**src/rtl/spi_reg_pkg.sv**
```systemverilog
// Shared definitions for the SPI register controller.
//   state_e          : controller FSM encoding
//   CMD_WR_BIT       : command byte bit selecting write (1) or read (0)
//   CMD_INC_BIT      : command byte bit enabling address auto-increment
//   ADDR_LED         : register whose contents drive the board LEDs
//   ID_VALUE_DEFAULT : constant returned by read-only register 0
package spi_reg_pkg;

  typedef enum logic [1:0] {
    ST_IDLE  = 2'd0,
    ST_CMD   = 2'd1,
    ST_WRITE = 2'd2,
    ST_READ  = 2'd3
  } state_e;

  localparam int         CMD_WR_BIT       = 7;
  localparam int         CMD_INC_BIT      = 6;
  localparam int         ADDR_LED         = 1;
  localparam logic [7:0] ID_VALUE_DEFAULT = 8'hA5;

endpackage

```
**src/rtl/sync_2ff.sv**
```systemverilog
// Single-bit two-flop synchronizer with asynchronous active-high reset.
//   clk       : destination clock
//   rst       : asynchronous, active-high reset (loads RESET_VAL)
//   d_i       : asynchronous input
//   q_o       : input synchronized to clk
module sync_2ff #(
  parameter logic RESET_VAL = 1'b0
) (
  input  logic clk,
  input  logic rst,
  input  logic d_i,
  output logic q_o
);

  logic meta_q;
  logic sync_q;

  always_ff @(posedge clk or posedge rst) begin
    if (rst) begin
      meta_q <= RESET_VAL;
      sync_q <= RESET_VAL;
    end else begin
      meta_q <= d_i;
      sync_q <= meta_q;
    end
  end

  assign q_o = sync_q;

endmodule

```
**src/rtl/spi_reg_controller.sv**
```systemverilog
// Command/register controller sitting beside SPI_slave. Byte 0 of each
// ssel frame is a command (bit7 write/read, bit6 auto-increment, low bits
// start address); following bytes are written into, or streamed out of,
// a 2**ADDR_WIDTH byte register bank. Register 0 reads ID_VALUE and is
// write-protected; register 1 drives the LEDs.
//   clk_25mhz     : system clock
//   reset         : asynchronous, active-high reset
//   ssel          : raw SPI chip-select (active low, asynchronous)
//   byte_received : pulse, received_data valid
//   received_data : byte shifted in from the master
//   data_needed   : pulse, next MISO byte required
//   data_to_send  : byte offered for the next transfer
//   led           : contents of register 1
//   wr_strobe     : one-cycle pulse per accepted register write
//   wr_addr       : address of the accepted write
//   wr_data       : data of the accepted write
module spi_reg_controller
  import spi_reg_pkg::*;
#(
  parameter int         ADDR_WIDTH = 4,
  parameter logic [7:0] ID_VALUE   = ID_VALUE_DEFAULT
) (
  input  logic                  clk_25mhz,
  input  logic                  reset,
  input  logic                  ssel,
  input  logic                  byte_received,
  input  logic [7:0]            received_data,
  input  logic                  data_needed,
  output logic [7:0]            data_to_send,
  output logic [7:0]            led,
  output logic                  wr_strobe,
  output logic [ADDR_WIDTH-1:0] wr_addr,
  output logic [7:0]            wr_data
);

  localparam int DEPTH = 1 << ADDR_WIDTH;

  typedef logic [ADDR_WIDTH-1:0] addr_t;

  state_e     state_q, state_d;
  addr_t      addr_q, addr_d;
  logic       inc_q, inc_d;
  logic [7:0] fc_q, fc_d;
  logic [7:0] dts_q, dts_d;
  logic       wr_strobe_q, wr_strobe_d;
  addr_t      wr_addr_q, wr_addr_d;
  logic [7:0] wr_data_q, wr_data_d;
  logic       fa_prev_q;
  logic [7:0] regs_q [DEPTH];

  logic  ssel_sync;
  logic  frame_active, frame_rise, frame_fall;
  addr_t cmd_addr;
  logic  cmd_inc, cmd_wr;

  // The synchronizer resets to "frame active" and fa_prev_q to 1, so a frame
  // already in progress when reset releases is never mistaken for a new one;
  // the controller waits for ssel to go high and fall again.
  sync_2ff #(.RESET_VAL(1'b0)) u_ssel_sync (
    .clk (clk_25mhz),
    .rst (reset),
    .d_i (ssel),
    .q_o (ssel_sync)
  );

  assign frame_active = ~ssel_sync;
  assign frame_rise   = frame_active & ~fa_prev_q;
  assign frame_fall   = ~frame_active & fa_prev_q;

  assign cmd_addr = received_data[ADDR_WIDTH-1:0];
  assign cmd_inc  = received_data[CMD_INC_BIT];
  assign cmd_wr   = received_data[CMD_WR_BIT];

  function automatic logic [7:0] rd(input addr_t a);
    return (a == '0) ? ID_VALUE : regs_q[a];
  endfunction

  always_comb begin
    // NOTE: every always_comb output gets a default first so no path leaves
    // it unassigned, which would otherwise infer a latch.
    state_d     = state_q;
    addr_d      = addr_q;
    inc_d       = inc_q;
    fc_d        = fc_q;
    dts_d       = dts_q;
    wr_strobe_d = 1'b0;
    wr_addr_d   = wr_addr_q;
    wr_data_d   = wr_data_q;

    // A fall seen in IDLE only follows a reset taken mid-frame; that frame was
    // abandoned and is not counted.
    if (frame_fall && state_q != ST_IDLE) begin
      state_d = ST_IDLE;
      fc_d    = fc_q + 8'd1;
    end else begin
      unique case (state_q)
        ST_IDLE: begin
          if (frame_rise)  state_d = ST_CMD;
          if (data_needed) dts_d = fc_q;
        end
        ST_CMD: begin
          if (data_needed) dts_d = fc_q;
          if (byte_received) begin
            addr_d  = cmd_addr;
            inc_d   = cmd_inc;
            state_d = cmd_wr ? ST_WRITE : ST_READ;
            // Simultaneous read request: decode first, then serve the request
            // from the commanded address.
            if (data_needed && !cmd_wr) begin
              dts_d  = rd(cmd_addr);
              addr_d = cmd_addr + addr_t'(cmd_inc);
            end
          end
        end
        ST_WRITE: begin
          if (byte_received) begin
            if (addr_q != '0) begin
              wr_strobe_d = 1'b1;
              wr_addr_d   = addr_q;
              wr_data_d   = received_data;
            end
            addr_d = addr_q + addr_t'(inc_q);
          end
        end
        ST_READ: begin
          if (data_needed) begin
            dts_d  = rd(addr_q);
            addr_d = addr_q + addr_t'(inc_q);
          end
        end
        default: state_d = ST_IDLE;
      endcase
    end
  end

  always_ff @(posedge clk_25mhz or posedge reset) begin
    // NOTE: sequential state uses non-blocking assignments so every flop
    // samples pre-edge values regardless of statement order.
    if (reset) begin
      state_q     <= ST_IDLE;
      addr_q      <= '0;
      inc_q       <= 1'b0;
      fc_q        <= '0;
      dts_q       <= '0;
      wr_strobe_q <= 1'b0;
      wr_addr_q   <= '0;
      wr_data_q   <= '0;
      fa_prev_q   <= 1'b1;
      // NOTE: the bank is small and its contents are architecturally visible
      // (LEDs, reads after reset), so it is built from resettable flops rather
      // than an unreset RAM.
      for (int i = 0; i < DEPTH; i++) regs_q[i] <= '0;
    end else begin
      state_q     <= state_d;
      addr_q      <= addr_d;
      inc_q       <= inc_d;
      fc_q        <= fc_d;
      dts_q       <= dts_d;
      wr_strobe_q <= wr_strobe_d;
      wr_addr_q   <= wr_addr_d;
      wr_data_q   <= wr_data_d;
      fa_prev_q   <= frame_active;
      if (wr_strobe_d) regs_q[wr_addr_d] <= wr_data_d;
    end
  end

  assign data_to_send = dts_q;
  assign led          = regs_q[ADDR_LED];
  assign wr_strobe    = wr_strobe_q;
  assign wr_addr      = wr_addr_q;
  assign wr_data      = wr_data_q;

endmodule

```
**config.mk**
```make
export PLATFORM = sky130hd
export DESIGN_NAME = spi_reg_controller
export DESIGN_NICKNAME = d
export VERILOG_FILES = /design/src/rtl/spi_reg_pkg.sv /design/src/rtl/sync_2ff.sv /design/src/rtl/spi_reg_controller.sv
export SDC_FILE = /design/constraint.sdc
export NUM_CORES = 1
export LEC_CHECK = 0
export CAP_MARGIN = 20
export CELL_PAD_IN_SITES_DETAIL_PLACEMENT = 1
export CELL_PAD_IN_SITES_GLOBAL_PLACEMENT = 1
export CORE_MARGIN = 4
export CORE_UTILIZATION = 50
export CTS_CLUSTER_SIZE = 40
export DETAILED_ROUTE_END_ITERATION = 7
export PLACE_DENSITY = 0.77
export RECOVER_POWER = 25
export SLEW_MARGIN = 20
export SYNTH_ARGS = -nofsm -noshare
export SYNTH_HDL_FRONTEND = slang
export SYNTH_SLANG_ARGS = --single-unit
```
**constraint.sdc**
```tcl
create_clock -name clk_25mhz -period 7.29 [get_ports clk_25mhz]
set_clock_uncertainty 0.05 [all_clocks]
set_input_delay 0.729 -clock clk_25mhz [delete_from_list [all_inputs] [get_ports clk_25mhz]]
set_output_delay 0.729 -clock clk_25mhz [all_outputs]
set_load 0.02 [all_outputs]
```
# Word level (Yosys, flattened, before mapping)
# Cells that the tools add are included.
# word_totals
output_inout_bits,29
elab_cells,104
in_bits,13
reg_bits,167
# classes
n_reduce_logical,16
n_bitwise,8
eq_ne,8
n_lt_le_gt_ge,4
n_addsub,3
mux,38
# ops
op,count
$bwmux W128,1
$mux W8,15
$bmux W8 S4,2
$demux W8 S4,1
$mux W4,8
$pmux W8 S3,1
$ge A5 B5 Y1 const B,3
$not A4 Y5,3
$pmux W4 S3,1
$reduce_and A3 Y1,3
$reduce_bool A3 Y1,3
$add A4 B1 Y4,2
$add A8 B1 Y8 const B,1
$logic_not A4 Y1,2
$mux W2,3
$ne A2 B2 Y1 const B,3
$ne A3 B3 Y1 const B,2
$lt A5 B1 Y1 const B,1
$mux W1,5
$reduce_and A5 Y1,1
$eq A2 B2 Y1 const B,2
$pmux W2 S2,1
$reduce_bool A4 Y1,1
$logic_and A1 B1 Y1,3
other kinds (6),9

# Logic depth before layout (Yosys ltp)
# depth
word_depth,11
ltp_mapped,8
depth_no_buf,6

# Cells and area by module
# A second synthesis with hierarchy kept.
# unflattened
cells_unflattened,756
hier_area_um2,9017.4
# by_module_without_submodules
module,cells_per_inst,area_each_um2,n_inst,seq_area_each_um2
spi_reg_controller,753,8963.6,1,4130.2
sync_2ff,3,53.8,1,50.0

# Worst setup path after synthesis
# No wires, ideal clock.
# synth_path
path_type,input-to-reg
from,in byte_received
to,reg regs_q[32] (netlist bit)
cell_stages,7
path_slack_ns,4.768
required_time_ns,7.115
arrival_time_ns,2.347
n_path_buf,2
path_cell_list,buf_2 > nand3b_1 > o31a_1 > a21oi_4 > and3b_1 > buf_6 > mux2_4
# synth_between
elab_chain_cells,9
elab_cells_between_ends,16
cone_classes,order compare: 2; mux: 12; bitwise: 1; reduce/logical: 1
# synth_rtl
element,line_no,text
from (decl),spi_reg_controller.sv:26,"input logic byte_received,"
$mux W4,spi_reg_controller.sv:116,if (byte_received) begin
$mux W4,spi_reg_controller.sv:96,unique case (state_q)
$mux W4,spi_reg_controller.sv:92,if (frame_fall && state_q != ST_IDLE) begin
$not A4 Y5 (implied by the code),spi_reg_controller.sv:163,if (wr_strobe_d) regs_q[wr_addr_d] <= wr_data_d;
$ge A5 B5 Y1 (implied by the code) / $lt A5 B1 Y1 (equally long branches),spi_reg_controller.sv:163,
$logic_and A1 B1 Y1 (implied by the code),spi_reg_controller.sv:163,
$mux W8 (implied by the code),spi_reg_controller.sv:163,
$demux W8 S4,spi_reg_controller.sv:163,
$bwmux W128,spi_reg_controller.sv:163,
"to (signal, indexed assignment)",spi_reg_controller.sv:163,
to (decl),spi_reg_controller.sv:49,logic [7:0] regs_q [DEPTH];
# Several ways; a longest one is shown, not always the timed one.
# A chain may end at the register's enable or synchronous reset.

# Worst setup path after layout
# layout_path
from,reg state_q[1]
to,reg regs_q[80] (netlist bit)
# layout_between
elab_cells_between_ends,16
cone_classes,order compare: 2; eq/ne: 1; mux: 9; bitwise: 1; reduce/logical: 3
# layout_lines
element,line_no,text
from (decl),spi_reg_controller.sv:40,"state_e state_q, state_d;"
from (signal assigned),spi_reg_controller.sv:154,state_q <= state_d;
$eq A2 B2 Y1 / $reduce_bool A2 Y1 (equally long branches),"spi_reg_controller.sv:96, spi_reg_controller.sv:92",
$mux W8 / $logic_and A1 B1 Y1 (equally long branches),"spi_reg_controller.sv:96, spi_reg_controller.sv:92",
$mux W8 *,spi_reg_controller.sv:92,
named net wr_data_d[0],spi_reg_controller.sv:47,"logic [7:0] wr_data_q, wr_data_d;"
$bwmux W128 *,spi_reg_controller.sv:163,
# The timed path passes the listed nets; every way through them passes the cells marked *.

==> metrics.csv <==
stage,metric,value,unit
pwr,Clock power frac,23.9,%
clocking,"Hold-fix buffers, CTS",0,
routing,initial DRC count,633,
pwr,Tot Pwr,4.31,mW
timing,Final Critical Period,3.36,ns
synth,"EDFF count, synth",0,
clocking,Clock Sinks,167,
clocking,clk_lat worst skew,0.44,ns
pwr,Leak,4.35,nW
timing,normalized max-slew margin,7.58,%
routing,DR vias,6634,
pwr,PD cells,425,nW/µm²
synth,post-synth top area cell,dfrtp_1,
timing,final setup vio count,0,
routing,DRC violations left,0,
global_route,largest net degree at the start of global routing,109,
floorplan,Site Rows,48,
critical_path,Critical Setup Path Class,register to register,
clocking,Max clock buf depth,2,
synth,most numerous cell in the Yosys netlist,dfrtp_1,
pwr,Seq pwr share,38.5,%
critical_path,Worst setup endpoint,regs_q[80],
timing,Fmax,298,MHz
timing,final slew viol count,0,
global_route,Total Routing Usage GR,29.3,%
pwr,Comb power frac,37.6,%
floorplan,die height,142,µm
synth,Synth Instances,755,
pwr,Sw Pwr,1.64,mW
critical_path,Worst Path Required,7.56,ns
routing,DR pass1 iterations,5,
routing,wire length per cell,28.6,µm
pwr,Switching Fraction,38.1,%
clocking,CTS H-tree lvls,4,
clocking,CTS root buf,clkbuf_16,
routing,post-route ant nets,0,
synth,Yosys reg bits,167,
run_status,outcome,"complete, no violations",
run,max-cap violations,0,
clocking,post-CTS setup buffers,0,
timing,RSZ-0062 raised after global routing,no,
hold_path,Hold Path Depth,0,
critical_path,CP endpoint kind,register,
timing,final worst path period share,46.1,%
synth,syn_nets,773,
finish,Fillers,1756,
floorplan,die width,142,µm
timing,final setup TNS,0,ns
global_route,vias in the first global route,7249,
global_route,global routing usage on met1,39.3,%
pwr,peak supply drop,0.221,mV
critical_path,Worst R2R Start,state_q[1],
synth,Post-Syn Area per Cell,11.9,µm²
finish,nets@finish,777,
synth,Synth Cell Area,9010,µm²
clocking,CTS buffer count,17,
routing,final WL,28500,µm
finish,Area Overhead vs Synth,12.4,%
floorplan,die area,20200,µm²
floorplan,Initial Utilization,51.6,%
floorplan,# IOs,42,
timing,Fin. Hold Viols,0,
synth,Synth async-reset ratio,100,%
critical_path,R2R Setup Slk,3.93,ns
synth,top cell type's share of synthesized area,46.1,%
floorplan,core region area,17500,µm²
critical_path,CP Max Fanout,29,
global_route,first-pass GRT wire length,44300,µm
clocking,Post-CTS Resized,0,
global_route,global route overflow,0,
global_route,antenna violations before repair,0,
synth,register area share after synthesis,46.4,%
critical_path,FF-to-FF path depth,7,
global_route,met2 usage,45.7,%
critical_path,Critical R2R Capture,regs_q[80],
synth,synth warn,0,
finish,ANT cells,0,
critical_path,Crit. Startpoint,state_q[1],
hold_path,worst min path class,register to register,
synth,Unique masters post-synth,68,
critical_path,Startpoint Class,register,
clocking,clock slew at reported path FFs,0.07,ns
synth,synth top area cells,"dfrtp_1 (46%), mux4_2 (14%), mux2_2 (6.7%)",
synth,top cells by instance count after synthesis,"dfrtp_1 (166), nand2_1 (65), nor2_1 (61), mux4_2 (56), mux2_2 (54)",
finish,fraction of layout cells with a size suffix above 1,25.6,%
timing,worst slew pin tran,1.38,ns
pwr,internal power,2.67,mW
global_route,Most Crowded Layer GR,met2,
synth,top_reg_cell synth,dfrtp_1,
placement,# port buffers,41,
clocking,CTS tree,yes,
global_route,met3 Use GR,7.90,%
placement,gpl congestion,0.887,
placement,detailed placement HPWL,17800,µm
routing,DR vias/cell,6.65,
critical_path,critical path arrival,3.63,ns
[cell families (layout without fill, tap and decap cells)]
family,count (synthesis),in the layout,synth area share (%)
buffers and inverters,86,103,4.71
multiplexers,146,146,26.2
flip-flops,167,167,46.4
AO/OA/AOI/OAI,143,143,9.95
AND/OR/NAND/NOR,199,199,11.2
adder cells (fa/ha/maj),5,5,0.694
XOR/XNOR,9,9,0.875
[registers in the layout, summed over array words and instances (netlist names)]
name,cells
wr_strobe,1
data_to_send,8
wr_data,8
regs_q,120
inc_q,1
u_ssel_sync.meta_q,1
fc_q,8
wr_addr,4
addr_q,4
u_ssel_sync.q_o,1
led,8
state_q,2
fa_prev_q,1
[worst max-delay path: stages, from the launching register on]
cell	delay [ns]
dfrtp_1	0.99
and3b_1	0.35
nand2_1	0.17
nor2_2	0.14
buf_4	0.40
mux2i_2	0.56
inv_1	0.24
mux2_2	0.32
[layout make-up]
cell class / instances / area [µm²] / area share, %
multi-input combinational: 502 / 4410 / 43.5
sequential: 167 / 4180 / 41.3
timing repair buffer: 53 / 520 / 5.14
clock buffer: 17 / 425 / 4.20
tap: 225 / 282 / 2.78
clock inverter: 15 / 244 / 2.41
inverter: 18 / 68.8 / 0.679
[cells in the final DEF, fill, tap and decap left out, types with 7 or more instances in the layout]
cell type	instances
nand2_1	65
clkdlybuf4s50_1	37
a22oi_1	15
inv_1	10
dfrtp_1	165
inv_2	7
mux2i_4	7
mux4_2	56
mux2_4	8
buf_4	11
clkbuf_16	17
nor2b_1	7
mux2i_1	20
nand3_1	21
o21ai_0	40
mux2_2	54
nor2_1	60
a21oi_1	51
[how the worst min path moves through the flow]
stage | slack, ns | end | from
3_5_place_dp | 0.29 | u_ssel_sync.q_o | u_ssel_sync.meta_q
4_1_cts | 0.32 | u_ssel_sync.q_o | u_ssel_sync.meta_q
5_1_grt | 0.32 | u_ssel_sync.q_o | u_ssel_sync.meta_q
6_report | 0.31 | u_ssel_sync.q_o | u_ssel_sync.meta_q
3_3_place_gp | 0.30 | u_ssel_sync.q_o | u_ssel_sync.meta_q
2_1_floorplan | 0.28 | u_ssel_sync.q_o | u_ssel_sync.meta_q
[power groups by stage]
| stage | clock (mW) | sequential, mW | combinational [mW] |
|---|---|---|---|
| 6_report | 1.03 | 1.66 | 1.62 |
| 5_1_grt | 1.09 | 1.70 | 1.74 |
| 4_1_cts | 1.04 | 1.64 | 1.62 |
| 3_5_place_dp | 0 | 1.65 | 1.59 |
| 3_3_place_gp | 0 | 1.61 | 1.51 |
| 2_1_floorplan | 0 | 1.56 | 1.12 |
[layer usage]
metal  wire length, µm  share of wire [%]
met3              2140                7.5
met2             13600                 48
met4              1070                3.7
met1             11700                 41
met5                 0                  0
[metrics by stage]
stage / cell area, µm² / hold slack (ns) / cells / util [%] / worst slack, ns
4_1_cts: 10100 / 0.318 / 995 / 57.7 / 3.99
2_1_floorplan: 9010 / 0.281 / 755 / - / 1.99
3_5_place_dp: 9420 / 0.293 / 963 / 53.9 / 3.58
5_1_grt: 10100 / 0.323 / 997 / 58.0 / 3.75
3_3_place_gp: 9420 / 0.297 / 963 / 53.9 / 3.76
6_report: 10100 / 0.310 / 997 / 58.0 / 3.93
(Power assumes the default switching activity.)
==> RTL change 1: new RTL, config.mk and constraints unchanged <==
Set the parameter `ADDR_WIDTH` to 5 (it was 4).
--- a/src/rtl/spi_reg_controller.sv
+++ b/src/rtl/spi_reg_controller.sv
@@ -17,7 +17,7 @@
 module spi_reg_controller
   import spi_reg_pkg::*;
 #(
-  parameter int         ADDR_WIDTH = 4,
+  parameter int         ADDR_WIDTH = 5,
   parameter logic [7:0] ID_VALUE   = ID_VALUE_DEFAULT
 ) (
   input  logic                  clk_25mhz,
Interface: changed (resized wr_addr); port bits go from 42 to 43. No check against the original RTL was run, so the function may have changed too.
==> RTL change 1 against the original RTL <==
- final area is 76% higher
- highest routed layer unchanged
- worst setup slack worse by 0.46 ns
- synthesized area is 80% higher
- combinational power is 48% higher
- critical path depth is 1 lower
- sequential power is 57% higher
- sequential cell count is 130 higher
- wire length is 76% higher
- via count is 66% higher
- total power is 54% higher
==> RTL change 1: results (changes against the original RTL) <==
Outcome
  • Status: complete, no violations

Clocking
  • Total number of H-tree levels: 2 (-2)
  • Worst skew pair latency: 0.52 ns (+0.08 ns)

Pwr
  • Sw Pwr: 2.52 mW (+53%)
  • Leak Pwr: 7.82 nW (+80%)
  • PD cells: 373 nW/um^2 (-12%)
  • Max IR drop VDD: 0.235 mV (+6.4%)
  • Logic power comb: 2.39 mW (+48%)

Layout
  • # clk buffers: 49 (+32)
  • Comb_multi_in: 781 (+56%)
  • Max reg flops: 248 (+110%)
  • Fraction of area in multi-input gates: 45.9% (+2.4 points)
  • Layout fillers: 3089 (+76%)
  • FF/Latch Area: 7440 sq um (+78%)
  • Share of layout cells above drive strength 1: 37.9% (+12 points)
  • Data buffer area share: 2.99% (-2.1 points)
  • Inverters: 19 (+1)
  • Signal buffers: 57 (+7.5%)

Synthesis
  • Post-synthesis sequential area ratio: 45.8% (-0.55 points)
  • Post-synth top cells: dfrtp_1, mux2_2, mux4_2
  • Xor and xnor area share after synthesis: 0.540% (-0.33 points)
  • Synth Register Bits: 297 (+78%)
  • Fraction of the mapped netlist area in compound gates: 7.19% (-2.8 points)
  • Post-Syn Area per Cell: 13.4 sq um (+13%)

Worst setup path
  • Slowest cell on the critical path: dfrtp_4
  • CP max stage delay: 0.92 ns (-0.07 ns)

Placement
  • Placed cell area: 16800 sq um (+78%)

Global route
  • Largest net degree at the start of global routing: 171 (+57%)
  • Global-route wire length before repair: 77100 um (+74%)

Detailed routing
  • Wire per inst: 30.5 um (+6.8%)
  • DRT iter0 DRCs: 973 (+54%)
RTL change 1: cell types whose count changed in the layout (fill, tap and decap cells not counted), sizes merged, moves of 11 or more:
cell	before	now
dfrtp	166	296
clkbuf	17	49
nor2	62	29
mux4	56	115
mux2	62	231
o21ai	41	56
mux2i	28	55
a21oi	52	19
o22ai	3	16
nor2b	7	18
RTL change 1: worst register-to-register path: cells and delay by family (launching register included):
family / cells / cell delay [ns]
flip-flops: 1 / 0.92
AND/OR/NAND/NOR: 2 / 0.75
buffers and inverters: 1 / 0.79
AO/OA/AOI/OAI: 2 / 0.78
multiplexers: 1 / 0.41
RTL change 1: final timing paths:
kind,start,endpoint,slack [ns],cells after the start
worst max-delay path,addr_q[0],regs_q[198],3.47,6
worst min register to register,u_ssel_sync.meta_q,u_ssel_sync.q_o,0.30,0
max in group asynchronous,reset,regs_q[50],4.79,4
worst max register to register,addr_q[0],regs_q[198],3.47,6
min in group asynchronous,reset,wr_data[0],0.85,3
worst min-delay path,u_ssel_sync.meta_q,u_ssel_sync.q_o,0.30,0
RTL change 1: through the flow:
stage / hold WS [ns] / util (%) / std cells
global route: 0.311 / 56.0 / 1645
detailed placement: 0.287 / 52.7 / 1589
finish: 0.297 / 56.0 / 1645
CTS: 0.300 / 56.0 / 1645
global placement: 0.294 / 52.7 / 1589
floorplan: 0.281 / - / 1207
RTL change 1: routing by layer:
metal  vias to the layer above  global-route usage (%)  share of wire, %
li1                       4566                       -                 -
met1                      5917                    40.1                43
met2                       414                    44.8                47
met3                        95                    5.40               6.1
met4                         0                    10.5               3.9
met5                         -                       0                 0
==> RTL change 2: new RTL, config.mk and constraints unchanged <==
Without the edit above. Register the output `wr_data` once more, without a reset; this adds one clock of latency there. The other outputs are not delayed to match.
--- a/src/rtl/spi_reg_controller.sv
+++ b/src/rtl/spi_reg_controller.sv
@@ -168,7 +168,9 @@
   assign led          = regs_q[ADDR_LED];
   assign wr_strobe    = wr_strobe_q;
   assign wr_addr      = wr_addr_q;
-  assign wr_data      = wr_data_q;
+  always_ff @(posedge clk_25mhz) begin
+    wr_data <= wr_data_q;
+  end
 
 endmodule
 
Function: changed (a bounded check fails within 10 cycles, from zero or initial values and one cycle with reset high).
==> RTL change 2 against the original RTL <==
- the run now ends with capacitance limit, slew limit left
- global-route usage is 0.18 points higher
- via count is 5.1% higher
- core utilization is 0.87 points lower
- worst setup slack worse by 0.15 ns
- sequential cell count is 8 higher
- combinational power is 5% lower
- synthesized area is 0.31% lower
- wire length is 0.22% higher
- fmax is 4.4% lower
- die area is 0.29% lower
- total power is 3.5% lower
- final area is 1.5% lower
- critical path type unchanged
- critical endpoint is now regs_q[81]
==> RTL change 2: results (changes against the original RTL) <==
Outcome
  • Status: complete, but fails checks
  • Failing checks: capacitance limit, slew limit

Synthesis
  • Syn nets: 829 (+7.2%)
  • Fraction of registers with async set/reset: 95.4% (-4.6 points)
  • Adder-Cell Fraction of Synth Area: 0.696% (+0.0021 points)
  • Cells after Synth: 811 (+7.4%)
  • Top area cells in the synthesized netlist: dfrtp_1, mux4_2, mux2i_1
  • Post-synthesis sequential area ratio: 48.3% (+1.9 points)
  • Synth unique cells: 54 (-21%)
  • Xor and xnor area share after synthesis: 0.877% (+0.0027 points)
  • Mux share of post-synthesis cell area: 19.6% (-6.6 points)

Global route
  • Global-route wire length before repair: 44800 um (+0.97%)
  • Largest net degree at the start of global routing: 61 (-44%)
  • Met1 Usage GRT: 40.4% (+1.1 points)
  • M2 GR Usage: 47.2% (+1.6 points)
  • Met3 Use GR: 4.94% (-3.0 points)

Worst setup path
  • Worst Path Max Fanout: 57 (+97%)
  • Path depth of the worst reg2reg path: 5 (-2)
  • Worst r2r dst: regs_q[81]
  • Reg2reg start: addr_q[2]
  • Worst R2R Setup Slack: 3.78 ns (-0.15 ns)

Job
  • Max-cap violations: 1 (+1)

Layout
  • Layout fillers: 1861 (+6.0%)

Placement
  • Gpl congestion: 0.832 (-6.2%)

Detailed routing
  • Drt total wl: 28500 um (+0.22%)
  • Vias per Instance: 6.69 (+0.54%)

Pwr
  • Pint: 2.54 mW (-4.7%)
  • Leak Pwr: 4.29 nW (-1.4%)

Timing
  • Max-slew violations: 54 (+54)
## RTL change 2: changes by cell type in the layout (fill, tap and decap cells not counted), sizes merged, moves of 6 or more
cell,before,now
mux2i,28,53
o21ai,41,80
a21oi,52,61
mux2,62,6
inv,21,15
dfxtp,0,8
nand2,65,97
## RTL change 2: layout make-up
type	count	share of cell area (%)
sequential	175	43.5
clock buffer	21	4.81
clock inverter	11	1.27
timing repair buffer	53	4.91
multi-input combinational	545	42.2
tap	225	2.82
inverter	12	0.464
## RTL change 2: cell families (layout without fill, tap and decap cells)
kind of cell,after synthesis,in the layout
and+or+nand+nor,234,234
AOI/OAI and AO/OA,187,187
muxes,110,110
buffers and inverters,91,97
xor gates and xnor gates,9,9
DFF,175,175
adders and majority gates,5,5
## RTL change 2: per-layer routing
metal	routed length, um	part of all wire, %
met4	1180	4.1
met1	11900	42
met2	13900	49
met5	0	0
met3	1640	5.8
## RTL change 2: critical path, cell delays in order, from the launching register on
cell and delay [ns]:
dfrtp_2 0.39, buf_4 0.38, or3_1 0.58, o211ai_4 0.78
mux2i_2 0.90, o21ai_0 0.24
## RTL change 2: worst max path at each step
stage,slack (ns),from,endpoint
2_1_floorplan,1.99,reset,addr_q[0]
3_3_place_gp,3.47,data_needed,data_to_send[3]
3_5_place_dp,3.49,data_needed,data_to_send[3]
4_1_cts,3.56,addr_q[2],regs_q[108]
5_1_grt,3.64,addr_q[2],regs_q[75]
6_report,3.78,addr_q[2],regs_q[81]
## RTL change 2: power groups by stage
stage | logic [mW] | registers [mW] | clock network, mW
2_1_floorplan | 1.08 | 1.58 | 0
3_3_place_gp | 1.45 | 1.62 | 0
3_5_place_dp | 1.52 | 1.65 | 0
4_1_cts | 1.55 | 1.65 | 0.963
5_1_grt | 1.67 | 1.69 | 1.01
6_report | 1.54 | 1.66 | 0.957
## RTL change 2: through the flow
step / worst slack [ns] / hold WS [ns]
final: 3.78 / 0.313
after floorplan: 1.99 / 0.281
after global placement: 3.47 / 0.297
after detailed placement: 3.49 / 0.300
after global routing: 3.64 / 0.332
after CTS: 3.56 / 0.323
